`src/rtl/argmax_layer_pkg.sv`:
```
// Shared fixed-point score type and argmax FSM state encoding.
// Imported by argmax_layer and fixed_point_greater (and reusable by other layers).
package argmax_layer_pkg;

    localparam int INTEGRAL_WIDTH = 8;
    localparam int FRACTION_WIDTH = 8;
    localparam int FP_W           = INTEGRAL_WIDTH + FRACTION_WIDTH;

    // Two's complement value spread over {integral, fraction}; compare as one signed word.
    typedef struct packed {
        logic [INTEGRAL_WIDTH-1:0] integral;
        logic [FRACTION_WIDTH-1:0] fraction;
    } fixed_point;

    typedef enum logic [1:0] {
        IDLE = 2'd0,
        SCAN = 2'd1,
        DONE = 2'd2
    } argmax_state_e;

endpackage

```
`src/rtl/fixed_point_greater.sv`:
```
// Combinational strict signed compare of two fixed_point scores: a_gt_b = (a > b).
module fixed_point_greater
    import argmax_layer_pkg::*;
(
    input  fixed_point a,
    input  fixed_point b,
    output logic       a_gt_b
);

    logic signed [FP_W-1:0] a_s;
    logic signed [FP_W-1:0] b_s;

    assign a_s    = a;
    assign b_s    = b;
    assign a_gt_b = (a_s > b_s);

endmodule

```
`src/rtl/argmax_layer.sv`:
```
// Sequential argmax over NUM_INPUTS fixed_point scores: snapshot, scan one per cycle, pulse result.
// Optional max_value output enabled by defining macro ARGMAX_MAX_VALUE_EN.
module argmax_layer
    import argmax_layer_pkg::*;
#(
    parameter int NUM_INPUTS = 10,
    localparam int IDX_W = (NUM_INPUTS > 1) ? $clog2(NUM_INPUTS) : 1,
    localparam int CNT_W = $clog2(NUM_INPUTS + 1)
) (
    input  logic             clock,
    input  logic             reset,
    input  logic             inputs_ready,
    input  fixed_point       inputs [NUM_INPUTS],
    output logic             outputs_ready,
    output logic [IDX_W-1:0] index,
    output logic             busy
`ifdef ARGMAX_MAX_VALUE_EN
    ,
    output fixed_point       max_value
`endif
);

    if (NUM_INPUTS < 1 || NUM_INPUTS > 1024) begin : g_bad_num_inputs
        $fatal(1, "argmax_layer: NUM_INPUTS must be within 1..1024");
    end

    argmax_state_e    state_q, state_d;
    logic [CNT_W-1:0] count_q, count_d;
    fixed_point       best_q, best_d;
    logic [IDX_W-1:0] best_index_q, best_index_d;
    logic [IDX_W-1:0] index_q, index_d;
    logic             outputs_ready_q, outputs_ready_d;
    fixed_point       snapshot_q [NUM_INPUTS];
    fixed_point       snapshot_d [NUM_INPUTS];
`ifdef ARGMAX_MAX_VALUE_EN
    fixed_point       max_value_q, max_value_d;
`endif

    logic [IDX_W-1:0] cand_idx;
    logic             cand_gt;

    assign cand_idx = count_q[IDX_W-1:0];

    fixed_point_greater u_greater (
        .a      (snapshot_q[cand_idx]),
        .b      (best_q),
        .a_gt_b (cand_gt)
    );

    // NOTE: every signal assigned here gets a default first, so no path can infer a latch.
    always_comb begin
        state_d         = state_q;
        count_d         = count_q;
        best_d          = best_q;
        best_index_d    = best_index_q;
        index_d         = index_q;
        outputs_ready_d = 1'b0;
        snapshot_d      = snapshot_q;
`ifdef ARGMAX_MAX_VALUE_EN
        max_value_d     = max_value_q;
`endif
        case (state_q)
            IDLE: begin
                if (inputs_ready) begin
                    snapshot_d   = inputs;
                    best_d       = inputs[0];
                    best_index_d = '0;
                    count_d      = CNT_W'(1);
                    state_d      = SCAN;
                end
            end
            SCAN: begin
                if (count_q == CNT_W'(NUM_INPUTS)) begin
                    index_d         = best_index_q;
                    outputs_ready_d = 1'b1;
                    state_d         = DONE;
`ifdef ARGMAX_MAX_VALUE_EN
                    max_value_d     = best_q;
`endif
                end else begin
                    // Strict greater-than keeps the lowest index on ties.
                    if (cand_gt) begin
                        best_d       = snapshot_q[cand_idx];
                        best_index_d = cand_idx;
                    end
                    count_d = count_q + CNT_W'(1);
                end
            end
            DONE:    state_d = IDLE;
            default: state_d = IDLE;
        endcase
    end

    // NOTE: sequential state uses non-blocking assignments only; the snapshot array is
    // cleared on reset as well, so an aborted capture can never surface in a later result.
    always_ff @(posedge clock or negedge reset) begin
        if (!reset) begin
            state_q         <= IDLE;
            count_q         <= '0;
            best_q          <= '0;
            best_index_q    <= '0;
            index_q         <= '0;
            outputs_ready_q <= 1'b0;
            snapshot_q      <= '{default: '0};
`ifdef ARGMAX_MAX_VALUE_EN
            max_value_q     <= '0;
`endif
        end else begin
            state_q         <= state_d;
            count_q         <= count_d;
            best_q          <= best_d;
            best_index_q    <= best_index_d;
            index_q         <= index_d;
            outputs_ready_q <= outputs_ready_d;
            snapshot_q      <= snapshot_d;
`ifdef ARGMAX_MAX_VALUE_EN
            max_value_q     <= max_value_d;
`endif
        end
    end

    assign outputs_ready = outputs_ready_q;
    assign index         = index_q;
    assign busy          = (state_q != IDLE);
`ifdef ARGMAX_MAX_VALUE_EN
    assign max_value     = max_value_q;
`endif

endmodule
```
`config.mk`:
```
export PLATFORM = sky130hd
export DESIGN_NAME = argmax_layer
export DESIGN_NICKNAME = d
export VERILOG_FILES = /design/src/rtl/argmax_layer_pkg.sv /design/src/rtl/fixed_point_greater.sv /design/src/rtl/argmax_layer.sv
export SDC_FILE = /design/constraint.sdc
export NUM_CORES = 1
export LEC_CHECK = 0
export ABC_AREA = 1
export CAP_MARGIN = 0
export CORE_ASPECT_RATIO = 1.5
export CORE_MARGIN = 3
export CORE_UTILIZATION = 40
export CTS_BUF_LIST = sky130_fd_sc_hd__clkbuf_8 sky130_fd_sc_hd__clkbuf_16
export CTS_CLUSTER_DIAMETER = 50
export DETAILED_ROUTE_END_ITERATION = 10
export PLACE_DENSITY = 0.66
export SLEW_MARGIN = 25
export SYNTH_ARGS = -nofsm -noshare
export SYNTH_HDL_FRONTEND = slang
export SYNTH_SLANG_ARGS = --single-unit
```
`constraint.sdc`:
```
create_clock -name clock -period 2.3 [get_ports clock]
set_input_delay 0.575 -clock clock [delete_from_list [all_inputs] [get_ports clock]]
set_output_delay 0.575 -clock clock [all_outputs]
set_load 0.005 [all_outputs]
```
* Word level (Yosys, flattened, before mapping) *
Index checks and enable logic that the tools add are counted.

storage, ports and cells
  register bits = 191
  input port bits = 163
  output and inout bits = 6

operators by class
  add/sub/neg operators = 1
  order comparisons = 2
  equality and inequality tests = 6
  multiplexer cells = 19
  bitwise logic cells = 1
  reduce and logical (&&, ||, !) cells = 8

operators by type and width
  operator                                                  count
  2-to-1 mux 16 bit                                         5
  binary-select mux 16 bit (select 4 bit)                   1
  one-hot mux 16 bit (2 select lines)                       1
  2-to-1 mux 4 bit                                          5
  > comparator 16 bit                                       1
  one-hot mux 4 bit (2 select lines)                        2
  != test 2 bit, second input constant                      4
  AND reduction 2 bit                                       3
  greater-or-equal comparator 5 bit, second input constant  1
  NOT 4 -> 5 bit                                            1
  adder 4 x 1 -> 4 bit, second input constant               1
  equality test 4 bit, second input constant                1
  2-to-1 mux 2 bit                                          2
  one-hot mux 2 bit (2 select lines)                        1
  AND reduction 4 bit                                       1
  nonzero test 2 bit                                        2
  AND reduction 3 bit                                       1
  equality test 2 x 1 -> 1 bit, second input constant       1
  zero test 2 bit                                           1
  2-to-1 mux 1 bit                                          2

* Logic depth before layout (Yosys ltp) *
Gate-level depths: netlist of the first run.

  depth in word-level cells = 8
  gate-level depth with buffers = 26
  gate-level depth less buffers = 23

* Hierarchy *
From an unflattened synthesis of the first run, not the netlist that was laid out.

unflattened totals
  cells, all modules = 1306
  area, all modules = 9655.5 sq um

by module, submodules not included
  module               times used  cells an instance  area an instance (sq um)
  argmax_layer         1           1231               9205.1
  fixed_point_greater  1           75                 450.4

* Least setup slack after synthesis of the first run *
OpenSTA, ideal clock, no wires.

  kind = reg-to-reg
  start = register count_q[0] (netlist: cand_idx[0])
  end = register best_index_q[0]
  arrival time = 2295 ps
  data required time = 2184 ps
  slack = -111 ps
  stages on the path, launching flop included = 24
  buffers on the path = 3
  period minus slack after synthesis = 2411 ps
  path through = dfrtp_1 buf_4 buf_4 nor2_1 nor2_1 o21ai_0 o211ai_1 nand3_1 nand2_1 ha_1 nand2_1 inv_1 nand2_1 nand2_1 nand2_1 nand2_1 nor2_1 a21oi_1 nand2_1 nand2_1 nand2_1 buf_4 nand2_1 nand2_1

between the ends
  word-level cells in the longest chain between the ends = 7
  elaborated cells between the ends (all ways) = 12
  those cells by class = 1 x order compare; 3 x eq/ne; 6 x mux; 1 x bitwise; 1 x reduce/logical

ends and longest elaborated chain
  element                                               line                       source
  start: declaration                                    argmax_layer.sv:28         logic [CNT_W-1:0] count_q, count_d;
  start signal: assignment                              argmax_layer.sv:110        count_q <= count_d;
  NOT 4 -> 5 bit (implied by the code)                  argmax_layer.sv:45         .a (snapshot_q[cand_idx]),
  binary-select mux 16 bit (select 4 bit)               argmax_layer.sv:45
  2-to-1 mux 16 bit (implied by the code) (2 in a row)  argmax_layer.sv:45
  > comparator 16 bit                                   fixed_point_greater.sv:15  assign a_gt_b = (a_s > b_s);
  != test 2 bit (no source line)                        -
  AND reduction 4 bit (no source line)                  -
  end signal: assignment                                argmax_layer.sv:112        best_index_q <= best_index_d;
  end: declaration                                      argmax_layer.sv:30         logic [IDX_W-1:0] best_index_q, best_index_d;

Several ways; a longest one is shown, not always the timed one. The select of a mux whose other input is x is not followed.
A chain may end at the register's enable or synchronous reset.

* Worst setup path after layout of the first run *
  start = register count_q[0] (netlist: cand_idx[0])
  end = register best_q[6] (netlist name)

between the ends
  word-level cells in the longest chain between the ends = 7
  elaborated cells between the ends (all ways) = 12
  those cells by class = 1 x order compare; 3 x eq/ne; 6 x mux; 1 x bitwise; 1 x reduce/logical

ends and longest elaborated chain
  element                                                                                      line                                           source
  NOT 4 -> 5 bit (implied by the code)                                                         argmax_layer.sv:45, argmax_layer.sv:83
  binary-select mux 16 bit (select 4 bit)                                                      argmax_layer.sv:45, argmax_layer.sv:83
  2-to-1 mux 16 bit (implied by the code) (2 in a row)                                         argmax_layer.sv:45, argmax_layer.sv:83
  > comparator 16 bit or 2-to-1 mux 16 bit (tied branches)                                     fixed_point_greater.sv:15, argmax_layer.sv:82
  != test 2 bit (no source line) or 2-to-1 mux 16 bit (tied branches)                          -
  AND reduction 4 bit (no source line) or one-hot mux 16 bit (2 select lines) (tied branches)  -
  end signal: assignment                                                                       argmax_layer.sv:111                            best_q <= best_d;
  end: declaration                                                                             argmax_layer.sv:29                             fixed_point best_q, best_d;

Several ways; a longest one is shown, not always the timed one. The select of a mux whose other input is x is not followed.

==> summary.md, run 1 <==
| Metric | Value |
|---|---|
| Drt pass-1 iters | `5` |
| Sequential fraction of the synthesis area | `approximately 51%` |
| Final ANT Viol Nets | `0` |
| Clk_lat worst skew | `0.45 ns` |
| Clock period minus worst slack | `2.915 ns` |
| Worst reg2reg path depth | `17` |
| CTS tree | `done` |
| DIE HEIGHT | `about 190 um` |
| Vias per inst | `5.002` |
| Worst Setup Path Type | `reg2reg` |
| RR Startpoint | `cand_idx[0]` |
| Pleak | `6.514 nW` |
| Total CTS buffers | `17` |
| DRC | `0` |
| WL/cell | `16.84 um` |
| Post-synthesis cell type count | `29` |
| Die area | `25510 sq um` |
| Metal-1 WL | `11640 um` |
| Max Freq | `343.0 MHz` |
| WL met2 | `15570 um` |
| Clk sinks | `191` |
| Vias in the first global route | `between 8k and 9k` |
| Clock Root Buffer | `clkbuf_16` |
| Crit path DAT | `3.25 ns` |
| Worst vdd ir | `0.8542 mV` |
| Gpl congestion | `0.9270` |
| Initial DRC count | `~730` |
| Mapped Cells | `1268` |
| Power Density | `1557 nW/um^2` |
| Share of layout cells above drive strength 1 | `12.77%` |
| Largest net degree at the start of global routing | `92` |
| Met3 routed WL | `1523 um` |
| Longest Clk Path Bufs | `2` |
| Fin crit share | `126.8%` |
| Via count | `8944` |
| Hold Path Class | `in2async` |
| Clock slew at reported path FFs | `0.07 ns` |
| Maxcap violations | `0` |
| Gr ovfl total | `0` |
| Synth warn | `0` |
| Hold WS | `0.07948 ns` |
| R2R Path End | `best_q[6]` |
| # hold bufs at CTS | `0` |
| Most frequent cells in the layout | `nand2_1 (655), dfrtp_1 (189), clkdlybuf4s50_1 (167), nor2_1 (99), buf_4 (47)` |
| Initial antenna violation count | `1` |
| Reg-to-reg slack, setup | `-0.62 ns` |
| Area growth syn-to-layout | `37.45%` |
| Routed WL | `30110 um` |
| Rows | `68` |
| H-Tree Depth | `4` |
| Total track usage | `23.24%` |
| Slew margin rel. | `41.01%` |
| Synth Register Bits | `191` |
| # IOs | `169` |
| PortBufs | `168` |
| Clock Skews | `between 0.009 and 0.01 ns` |
| Top Metal Used | `met4` |
| Final HPWL DP | `21980 um` |
| Post-route total power | `20.19 mW` |
| Core Box Area | `23140 sq um` |
| Synth Area per Inst | `7.444 sq um` |
| Total negative slack | `-12.01 ns` |
| Layout Nets | `1640` |
| Final worst slack | `-0.6154 ns` |
| Slew Limit Fails | `0` |
| Worst slew pin tran | `0.8848 ns` |
| Status | `finished with violations` |
| Crit. End Element | `flip-flop` |
| Most common cell after layout, fill and taps aside | `nand2_1` |
| Worst Path Max Fanout | `11` |
| Synth top area share | `50.64%` |
| CP startpoint kind | `flip-flop` |
| CP required | `approximately 2.6 ns` |
| Syn nets | `1449` |
| First-pass GRT wire length | `between 40000 and 50000 um` |
| Failing checks | `setup timing` |
| Width of the die | `131.4 um` |
| Setup-failing EPs final | `20` |
| Synthesized area | `between 9000 and 10000 sq um` |
| RSZ-0062 raised after global routing | `true` |
| Final Hold Fails | `0` |
| Placed insts | `1741` |
| Non-filler cells, final | `~1.8k` |
| Initial core utilization | `40.79%` |
| Most area-hungry cell type in the Yosys netlist | `dfrtp_1` |
| Largest cells by area after synthesis | `dfrtp_1 (51%), nand2_1 (27%), nor2_1 (4.4%)` |
## per-stage QoR
stage               worst slack (ns)  util [%]  area (sq um)
floorplan                   -0.05846         -          9497
global placement             -0.7839     50.89         11780
detailed placement           -0.7559     50.89         11780
CTS                          -0.5002     54.00         12500
global route                 -0.7636     56.06         12970
finish                       -0.6154     56.06         12970
## cells by family (layout without fill, tap and decap cells)
kind of cell             Yosys count  after routing  share of synthesized area, %
AO/OA/AOI/OAI                    112            112                         7.065
adder cells (fa/ha/maj)           18             18                         2.386
buffers and inverters            110            313                         5.488
flip-flops                       191            191                         50.64
multiplexers                       4              4                        0.4772
other                              0              1                             0
AND/OR/NAND/NOR                  833            834                         33.95
## cells in the mapped netlist (all sizes together)
cell type	instances
nand2	678
dfrtp	191
nor2	112
o21ai	69
buf	49
nand3	39
inv	36
o211ai	32
clkbuf	24
ha	18
a21oi	8
mux2	4
nor3	2
a21o	1
a31oi	1
clkinv	1
nand4	1
nor4	1
o31ai	1
## metal layers
| layer | up-vias | GRT usage (%) |
|---|---|---|
| met5 | - | 0 |
| met4 | 0 | 11.37 |
| met2 | 333 | 40.73 |
| met3 | 70 | 3.686 |
| met1 | 4199 | 27.73 |
| li1 | 4342 | - |
## sequential cells by signal, summed over array words and instances, names as in the netlist
register,count
best_index_q,4
best_q,16
snapshot_q,160
outputs_ready,1
state_q,2
index,4
cand_idx,4
## worst max-delay path, cell delays in order (launching register included)
cell and delay [ns]:
dfrtp_2 0.49, clkinv_4 0.14, clkbuf_16 0.19, o21ai_2 0.23
o211ai_1 0.17, nand3_1 0.11, nand2_1 0.11, ha_4 0.30
nand4_1 0.14, nor2_2 0.18, nand2_2 0.09, nand2_1 0.07
nand2_1 0.06, nand2_2 0.11, nand2_8 0.10, buf_6 0.17
nand3_1 0.07, nand2_1 0.06
## cell type report
cell class              instances  area, sq um
flip-flops and latches        191         4782
well taps                     315        394.1
inverters                      37        146.4
multi-input cells             968         4501
repair buffers                244         2566
clock buffers                  17        425.4
clock inverters                15        156.4
fillers                      2233        10170
diodes                          1        2.502
## where the power goes
group / switching, mW / internal (mW)
clock network: 1.39 / 1.53
logic: 6.31 / 4.84
registers: 1.16 / 4.96
total: 8.87 / 11.3
## what timing repair did
action,in CTS,in global routing
setup endpoints to repair,20,22
gates resized for setup,20,86
cloned,3,4
pin swaps,10,24
setup buffers,0,8
## worst max path at each step
stage | startpoint | slack [ns] | cells after the start | to
4_1_cts | cand_idx[0] | -0.50 | 19 | best_index_q[3]
3_5_place_dp | cand_idx[0] | -0.76 | 21 | best_q[12]
3_3_place_gp | cand_idx[0] | -0.78 | 21 | best_index_q[1]
6_report | cand_idx[0] | -0.62 | 17 | best_q[6]
5_1_grt | cand_idx[0] | -0.76 | 20 | best_q[14]
2_1_floorplan | cand_idx[0] | -0.06 | 23 | best_index_q[0]
No activity file was read; power rests on OpenSTA's default activity.
==> run 2: changes to the inputs <==
Settings changed: CORE_MARGIN 3 to 5, SYNTH_HIERARCHICAL set to 1.
==> run 2 against run 1 <==
  * The flow still finishes with violations (setup timing)
  * Wire length increased by 0.71%
  * Clock-buffer cell count increased by 1
  * Register-to-register slack got worse by 0.03 ns
  * Critical endpoint is now best_q[2]
  * Die area increased by 7.4%
  * Power increased by 9.3%
  * Fmax decreased by 1.2%
  * Flip-flop and latch count unchanged
  * Combinational power increased by 18%
  * Final cell count increased by 5.2%
==> summary.md, run 2 <==
| Metric | Value |
|---|---|
| Pleak | `6.938 nW (was 6.514 nW)` |
| Setup-failing EPs final | `20 (unchanged)` |
| Area growth syn-to-layout | `43.63% (was 37.45%)` |
| Layout Nets | `1732 (was 1640)` |
| Final Hold Fails | `0 (unchanged)` |
| EDFF count, synth | `0 (unchanged)` |
| Slew margin rel. | `64.36% (was 41.01%)` |
| Diodes inserted | `0 (was 1)` |
| Synth Area per Inst | `7.393 sq um (was 7.444 sq um)` |
| Largest cells by area after synthesis | `dfrtp_1 (50%), nand2_1 (21%), nand3_1 (6.0%) (was dfrtp_1 (51%), nand2_1 (27%), nor2_1 (4.4%))` |
| Clock slew at reported path FFs | `0.06 ns (was 0.07 ns)` |
| Fin crit share | `128.2% (was 126.8%)` |
| DIE HEIGHT | `200.3 um (was 194.1 um)` |
| Clock period minus worst slack | `2.950 ns (was 2.915 ns)` |
| H-Tree Depth | `4 (unchanged)` |
| Post-synthesis cell type count | `30 (was 29)` |
| Crit. End Element | `flip-flop (unchanged)` |
| Via count | `9093 (was 8944)` |
| Initial antenna violation count | `0 (was 1)` |
| Most common cell after layout, fill and taps aside | `nand2_1 (unchanged)` |
| Power Density | `1591 nW/um^2 (was 1557 nW/um^2)` |
| Hold WS | `0.09056 ns (was 0.07948 ns)` |
| Sequential fraction of the synthesis area | `49.50% (was 50.64%)` |
| Synthesized area | `9656 sq um (was 9439 sq um)` |
| # IOs | `169 (unchanged)` |
| Synth top area share | `49.50% (was 50.64%)` |
| Asr flop ratio synth | `100.0% (unchanged)` |
| Initial core utilization | `40.67% (was 40.79%)` |
| Rows | `69 (was 68)` |
| Most frequent cells in the layout | `nand2_1 (534), dfrtp_1 (189), clkdlybuf4s50_1 (167), inv_1 (141), buf_4 (98) (was nand2_1 (655), dfrtp_1 (189), clkdlybuf4s50_1 (167), nor2_1 (99), buf_4 (47))` |
| Worst vdd ir | `1.112 mV (was 0.8542 mV)` |
| Initial DRC count | `730 (was 734)` |
| Drt pass-1 iters | `5 (unchanged)` |
| CTS tree | `done (unchanged)` |
| Clock Root Buffer | `clkbuf_16 (unchanged)` |
| Main synth FF type | `dfrtp_1 (unchanged)` |
| Core Box Area | `23740 sq um (was 23140 sq um)` |
| Crit path DAT | `3.29 ns (was 3.25 ns)` |
| Post-synth top cells | `nand2_1 (551), dfrtp_1 (191), inv_1 (136) (was nand2_1 (678), dfrtp_1 (191), nor2_1 (110))` |
| Share of layout cells above drive strength 1 | `17.16% (was 12.77%)` |
| Synth warn | `6 (was 0)` |
| RSZ-0062 raised after global routing | `true (unchanged)` |
| Die area | `27410 sq um (was 25510 sq um)` |
| Clk_lat worst skew | `0.45 ns (about the same)` |
| Worst Setup Path Type | `reg2reg (unchanged)` |
| Vias per inst | `4.834 (was 5.002)` |
| DRC | `0 (unchanged)` |
| First-pass GRT wire length | `46510 um (was 46740 um)` |
| CP startpoint kind | `flip-flop (unchanged)` |
| Slew Limit Fails | `0 (unchanged)` |
| Largest registers | `snapshot_q x160, best_q x16 (unchanged)` |
| Total CTS buffers | `17 (unchanged)` |
| Maxcap violations | `0 (unchanged)` |
| CP required | `2.64 ns (was 2.63 ns)` |
| WL/cell | `16.12 um (was 16.84 um)` |
| Top Metal Used | `met4 (unchanged)` |
| Most area-hungry cell type in the Yosys netlist | `dfrtp_1 (unchanged)` |
| Largest register by flop count | `snapshot_q (unchanged)` |
| Multi-input gate area | `4452 sq um (was 4501 sq um)` |
| Mapped Cells | `1306 (was 1268)` |
| Total negative slack | `-12.26 ns (was -12.01 ns)` |
| Met3 routed WL | `1252 um (was 1523 um)` |
| Reg area | `4782 sq um (unchanged)` |
| Width of the die | `136.9 um (was 131.4 um)` |
| Failing checks | `setup timing (unchanged)` |
| Worst slew pin tran | `0.5346 ns (was 0.8848 ns)` |
| Total track usage | `21.91% (was 23.24%)` |
| Gpl congestion | `0.9375 (was 0.9270)` |
| Largest net degree at the start of global routing | `73 (was 92)` |
| Pre-CTS WS | `-0.6718 ns (was -0.7559 ns)` |
| Routed WL | `30320 um (was 30110 um)` |
| Gr ovfl total | `0 (unchanged)` |
| Metal-1 WL | `11890 um (was 11640 um)` |
| Final HPWL DP | `22350 um (was 21980 um)` |
| PortBufs | `168 (unchanged)` |
| Hold Path Class | `in2async (unchanged)` |
| Synth Register Bits | `191 (unchanged)` |
| Longest Clk Path Bufs | `2 (unchanged)` |
| Worst Path Max Fanout | `8 (was 11)` |
| Post-route total power | `22.07 mW (was 20.19 mW)` |
| Status | `finished with violations (unchanged)` |
| Final ANT Viol Nets | `0 (unchanged)` |
| Max reg flops | `160 (unchanged)` |
| WL met2 | `16030 um (was 15570 um)` |
| Fillers | `2136 (was 2233)` |
| # hold bufs at CTS | `0 (unchanged)` |
| Clk sinks | `191 (unchanged)` |
| Final worst slack | `-0.6497 ns (was -0.6154 ns)` |
| Clock Skews | `0.008410 ns (was 0.009714 ns)` |
| Max Freq | `339.0 MHz (was 343.0 MHz)` |
| Vias in the first global route | `9039 (was 8895)` |
| Count leader, synth | `nand2_1 (unchanged)` |
| Syn nets | `1487 (was 1449)` |
[run 2: cell count changes in the layout (fill, tap and decap cells not counted), moves of 8 or more]
cell	before	now
o21ai_0	31	85
inv_1	31	141
nor2_1	99	63
nand3_2	4	50
nand2_4	0	8
buf_12	13	22
nand2_1	655	534
o211ai_1	28	0
nand3_1	35	62
buf_4	47	98
[run 2: repair_timing]
action / 4_1_cts / 5_1_grt
setup endpoints to repair: 20 / 20
gates resized for setup: 5 / 111
pin swaps: 0 / 28
gates cloned: 0 / 5
buffers inserted: 0 / 8
[run 2: path summary, 6_finish.rpt]
| kind | from | to | slack (ns) | cells past startpoint |
|---|---|---|---|---|
| min in group clock | best_q[9] | best_q[9] | 0.48 | 2 |
| max in group asynchronous | reset | snapshot_q[37] | 1.45 | 2 |
| max reg2reg | cand_idx[0] | best_q[2] | -0.65 | 25 |
| min reg2reg | best_q[9] | best_q[9] | 0.48 | 2 |
| max | cand_idx[0] | best_q[2] | -0.65 | 25 |
| min | reset | snapshot_q[93] | 0.09 | 1 |
[run 2: through the flow]
step	instances	utilization [%]	instance area, sq um
6_report	1881	58.41	13870
5_1_grt	1881	58.41	13870
4_1_cts	1868	55.37	13150
3_5_place_dp	1838	52.67	12500
3_3_place_gp	1838	52.67	12500
2_1_floorplan	1306	-	9681
[run 2: critical path: stages (launching register included)]
cell and delay (ns):
dfrtp_2 0.44, buf_12 0.16, buf_8 0.14, buf_12 0.13
nand2_1 0.09, nand3_2 0.12, nand3_2 0.11, nand3_2 0.09
nand2_2 0.08, ha_4 0.20, nand2_1 0.08, inv_1 0.04
nand2_1 0.05, nand2_1 0.04, nand2_1 0.05, nand2_1 0.05
nand2_1 0.05, nand2_1 0.06, nor2_1 0.12, nor2_2 0.04
or2_4 0.25, nand2_8 0.12, clkbuf_16 0.16, nor2_1 0.04
nand2_1 0.06, nand2_1 0.04
[run 2: logic make-up (layout without fill, tap and decap cells)]
logic type / count (synthesis) / count (layout) / synth area share (%)
and+or+nand+nor: 752 / 752 / 31.59
DFF: 191 / 191 / 49.50
xor gates and xnor gates: 1 / 1 / 0.09073
adders and majority gates: 18 / 18 / 2.333
AOI/OAI and AO/OA: 129 / 129 / 6.725
buffers and inverters: 215 / 471 / 9.758
[run 2: final cells by class]
| class | count | share of cell area (%) |
|---|---|---|
| Timing Repair Buffer | 299 | 22.08 |
| Sequential cell | 191 | 34.48 |
| Multi-Input combinational cell | 900 | 32.10 |
| Tap cell | 319 | 2.878 |
| Inverter | 142 | 4.006 |
| Clock buffer | 18 | 3.167 |
| Clock inverter | 12 | 1.290 |
[run 2: metal layers]
metal / GRT usage (%) / vias up
li1: - / 4506
met1: 26.07 / 4274
met2: 38.77 / 253
met3: 3.665 / 60
met4: 8.845 / 0
met5: 0 / -
[run 2: report_power, final]
group | switching, mW | total [mW] | internal, mW
registers | 0.660 | 5.66 | 5.00
clock network | 1.26 | 3.18 | 1.92
logic | 7.29 | 13.2 | 5.94
==> edit 1, RTL diff (flow settings as in run 1) <==
Change the package constant `INTEGRAL_WIDTH` from 8 to 10.
--- a/src/rtl/argmax_layer_pkg.sv
+++ b/src/rtl/argmax_layer_pkg.sv
@@ -4,3 +4,3 @@
 
-    localparam int INTEGRAL_WIDTH = 8;
+    localparam int INTEGRAL_WIDTH = 10;
     localparam int FRACTION_WIDTH = 8;
Ports: changed (resized inputs); port bits go from 169 to 189. No check against the original RTL was run, so the function may have changed too.
==> edit 1 against run 1 <==
The run still ends with setup timing left; cell area up 8.5%; total power up 5.0%; utilization down 1.6 points; routed wire length up 9.0%; setup slack worse by 0.049 ns; area after synthesis up 12%; sequential cell count up 22; non-clock buffer count up 25.
==> edit 1: results (changes against run 1) <==
metric	value	unit	change
status	finished with violations		unchanged
violations	setup timing		unchanged
wl_per_cell	16.7	µm	was 16.8 µm
setup_ws	-0.664	ns	was -0.615 ns
post-place-ws	-0.748	ns	was -0.756 ns
clock_skew	0.0231	ns	was 0.00971 ns
wl_met2	16500	µm	was 15,600 µm
worstSkewPairLatency	0.53	ns	was 0.45 ns
postPlaceCellArea	13200	µm²	was 11,800 µm²
grt_pass1_vias	9693		was 8,895
num-multi-input-gates	1046		was 968
critPathMaxFanout	31		was 11
n_all_buffers	269		was 244
cp.arrival	3.37	ns	was 3.25 ns
ir_drop	0.000813	V	was 0.000854 V
dr.first_iter.drc_count	713		was 734
buffer_area_share	19.3	%	was 19.8%
hold_buffers	1		was 0
reg2reg_to	best_index_q[0]		was best_q[6]
grtUsageMet2	40.3	%	was 40.7%
htreeDepth	1		was 4
drive_above_1_share	8.97	%	was 12.8%
grt_usage	22.7	%	was 23.2%
reg_top3	snapshot_q: 180 flops, best_q: 18 flops		was snapshot_q: 160 flops, best_q: 16 flops
seq_share	37.9	%	was 36.9%
grt_pass1_wl	51300	µm	was 46,700 µm
synth.area.top_cells	dfrtp_1 (51%), nand2_1 (25%), o21ai_0 (4.7%)		was dfrtp_1 (51%), nand2_1 (27%), nor2_1 (4.4%)
switching_share	42.5	%	was 43.9%
fin_tns_setup	-14.08	ns	was -12.01 ns
synthTopCellsByCount	nand2_1 (688), dfrtp_1 (213), nor2_1 (121)		was nand2_1 (678), dfrtp_1 (191), nor2_1 (110)
p_leak	7.18	nW	was 6.51 nW
clock_path_buffers	3		was 2
design_area	14100	µm²	was 13,000 µm²
cts_buffers	24		was 17
multi_input_area_share	32.7	%	was 34.7%
m1WireLength	13300	µm	was 11,600 µm
fin_nets	1816		was 1,640
setup_viol_count_final	22		was 20
vias	9758		was 8,944
[edit 1: cell count changes in the layout (fill, tap and decap cells not counted), moves of 8 or more]
| cell | before | now |
|---|---|---|
| buf_4 | 47 | 59 |
| clkdlybuf4s50_1 | 167 | 187 |
| dfrtp_1 | 189 | 211 |
| ha_1 | 7 | 18 |
| ha_4 | 11 | 2 |
| inv_1 | 31 | 60 |
| nand2_1 | 655 | 685 |
| nand2_2 | 21 | 5 |
| nand3_1 | 35 | 43 |
| nor2_1 | 99 | 118 |
| o211ai_1 | 28 | 36 |
| o21ai_0 | 31 | 88 |
| o21ai_1 | 31 | 22 |
[edit 1: power groups by stage]
stage	registers [mW]	clock network (mW)	logic, mW
finish	6.64	3.82	10.8
global route	6.81	4.04	12.2
CTS	6.60	3.87	10.5
detailed placement	6.63	0	10.3
global placement	6.62	0	10.1
floorplan	6.24	0	6.93
==> edit 2, RTL diff (settings of run 1) <==
Without the edit above. Re-encode `argmax_state_e` (3 states) as one-hot, 3 bits wide.
--- a/src/rtl/argmax_layer_pkg.sv
+++ b/src/rtl/argmax_layer_pkg.sv
@@ -14,6 +14,6 @@
 
-    typedef enum logic [1:0] {
-        IDLE = 2'd0,
-        SCAN = 2'd1,
-        DONE = 2'd2
+    typedef enum logic [2:0] {
+        IDLE = 3'b001,
+        SCAN = 3'b010,
+        DONE = 3'b100
     } argmax_state_e;
Function: same outputs for any inputs over 10 cycles, from zero or initial values and one cycle with reset low; not proved beyond that.
==> edit 2 against run 1 <==
Non-clock buffer count grew 45; cell area grew 1.9%; total power shrank 8.9%; critical path depth grew 2; the flow still finishes with violations (setup timing); routed wire length grew 0.60%; area after synthesis shrank 0.46%; sequential cell count grew 1; hold slack gained 0.0063 ns; first-iteration DRC count grew 14%; setup slack lost 0.047 ns; highest routed layer unchanged; sequential share of layout area shrank 0.47 points.
==> edit 2: results (changes against run 1) <==
metric	value	unit	change
grt_pass1_vias	9047		was 8,895
grt_pass1_wl	47900	µm	was 46,700 µm
clock_skew	0.0108	ns	was 0.00971 ns
antenna_found_initial	0		was 1
fillers	2100		was 2,233
seq_cell_count	192		was 191
cp.arrival	3.29	ns	was 3.25 ns
cts_resized	23		was 20
violations	setup timing		unchanged
dp.cells	1733		was 1,741
slew_headroom	68.4	%	was 41.0%
synth_mux_area_share	0.479	%	was 0.477%
setup_ws	-0.663	ns	was -0.615 ns
post-place-ws	-0.690	ns	was -0.756 ns
reg2reg_depth	19		was 17
cp_slowest_stage_delay	0.57	ns	was 0.49 ns
setup_viol_count_final	20		unchanged
multi_input_area	4050	µm²	was 4500 µm²
place_congestion	0.957		was 0.927
synth-compound-area-share	12.0	%	was 7.07%
m1WireLength	12000	µm	was 11,600 µm
drive_above_1_share	14.5	%	was 12.8%
synth.area.top_cells	dfrtp_1 (51%), nand2_1 (21%), o21ai_0 (7.1%)		was dfrtp_1 (51%), nand2_1 (27%), nor2_1 (4.4%)
critPathMaxFanout	10		was 11
clkbuf_count	19		was 17
powerDensity	1390	nW/µm²	was 1560 nW/µm²
postPlaceCellArea	12200	µm²	was 11,800 µm²
route.met3.wl	1290	µm	was 1520 µm
fin_tns_setup	-13.07	ns	was -12.01 ns
postCtsSetupBuffers	2		was 0
synth_nets	1395		was 1,449
synth_cell_type_count	23		was 29
routed_wl	30300	µm	was 30,100 µm
status	finished with violations		unchanged
nNonClkInverters	111		was 37
wl_met2	15800	µm	was 15,600 µm
whs	0.0858	ns	was 0.0795 ns
ir_drop	0.000694	V	was 0.000854 V
antenna_cells	0		was 1
netlist_instances	1214		was 1,268
ys_seq_area_share	51.2	%	was 50.6%
grt_usage	23.7	%	was 23.2%
area_delta_synth_final	40.7	%	was 37.4%
internal_power	10.8	mW	was 11.3 mW
## edit 2: power by group through the flow
| stage | sequential (mW) | clock, mW | combinational [mW] |
|---|---|---|---|
| 2_1_floorplan | 5.44 | 0 | 5.14 |
| 3_3_place_gp | 5.66 | 0 | 8.26 |
| 3_5_place_dp | 5.69 | 0 | 8.39 |
| 4_1_cts | 5.65 | 2.99 | 8.91 |
| 5_1_grt | 5.83 | 3.13 | 10.9 |
| 6_report | 5.68 | 2.94 | 9.77 |
## edit 2: worst max-delay path by stage
stage / slack (ns) / to / depth (start not counted) / from
after floorplan: -0.12 / best_index_q[0] / 19 / cand_idx[0]
after global placement: -0.65 / best_index_q[3] / 17 / cand_idx[0]
after detailed placement: -0.69 / best_index_q[0] / 17 / cand_idx[0]
after CTS: -0.55 / best_q[0] / 20 / cand_idx[0]
after global routing: -0.77 / best_q[6] / 21 / cand_idx[0]
final: -0.66 / best_q[3] / 19 / cand_idx[0]
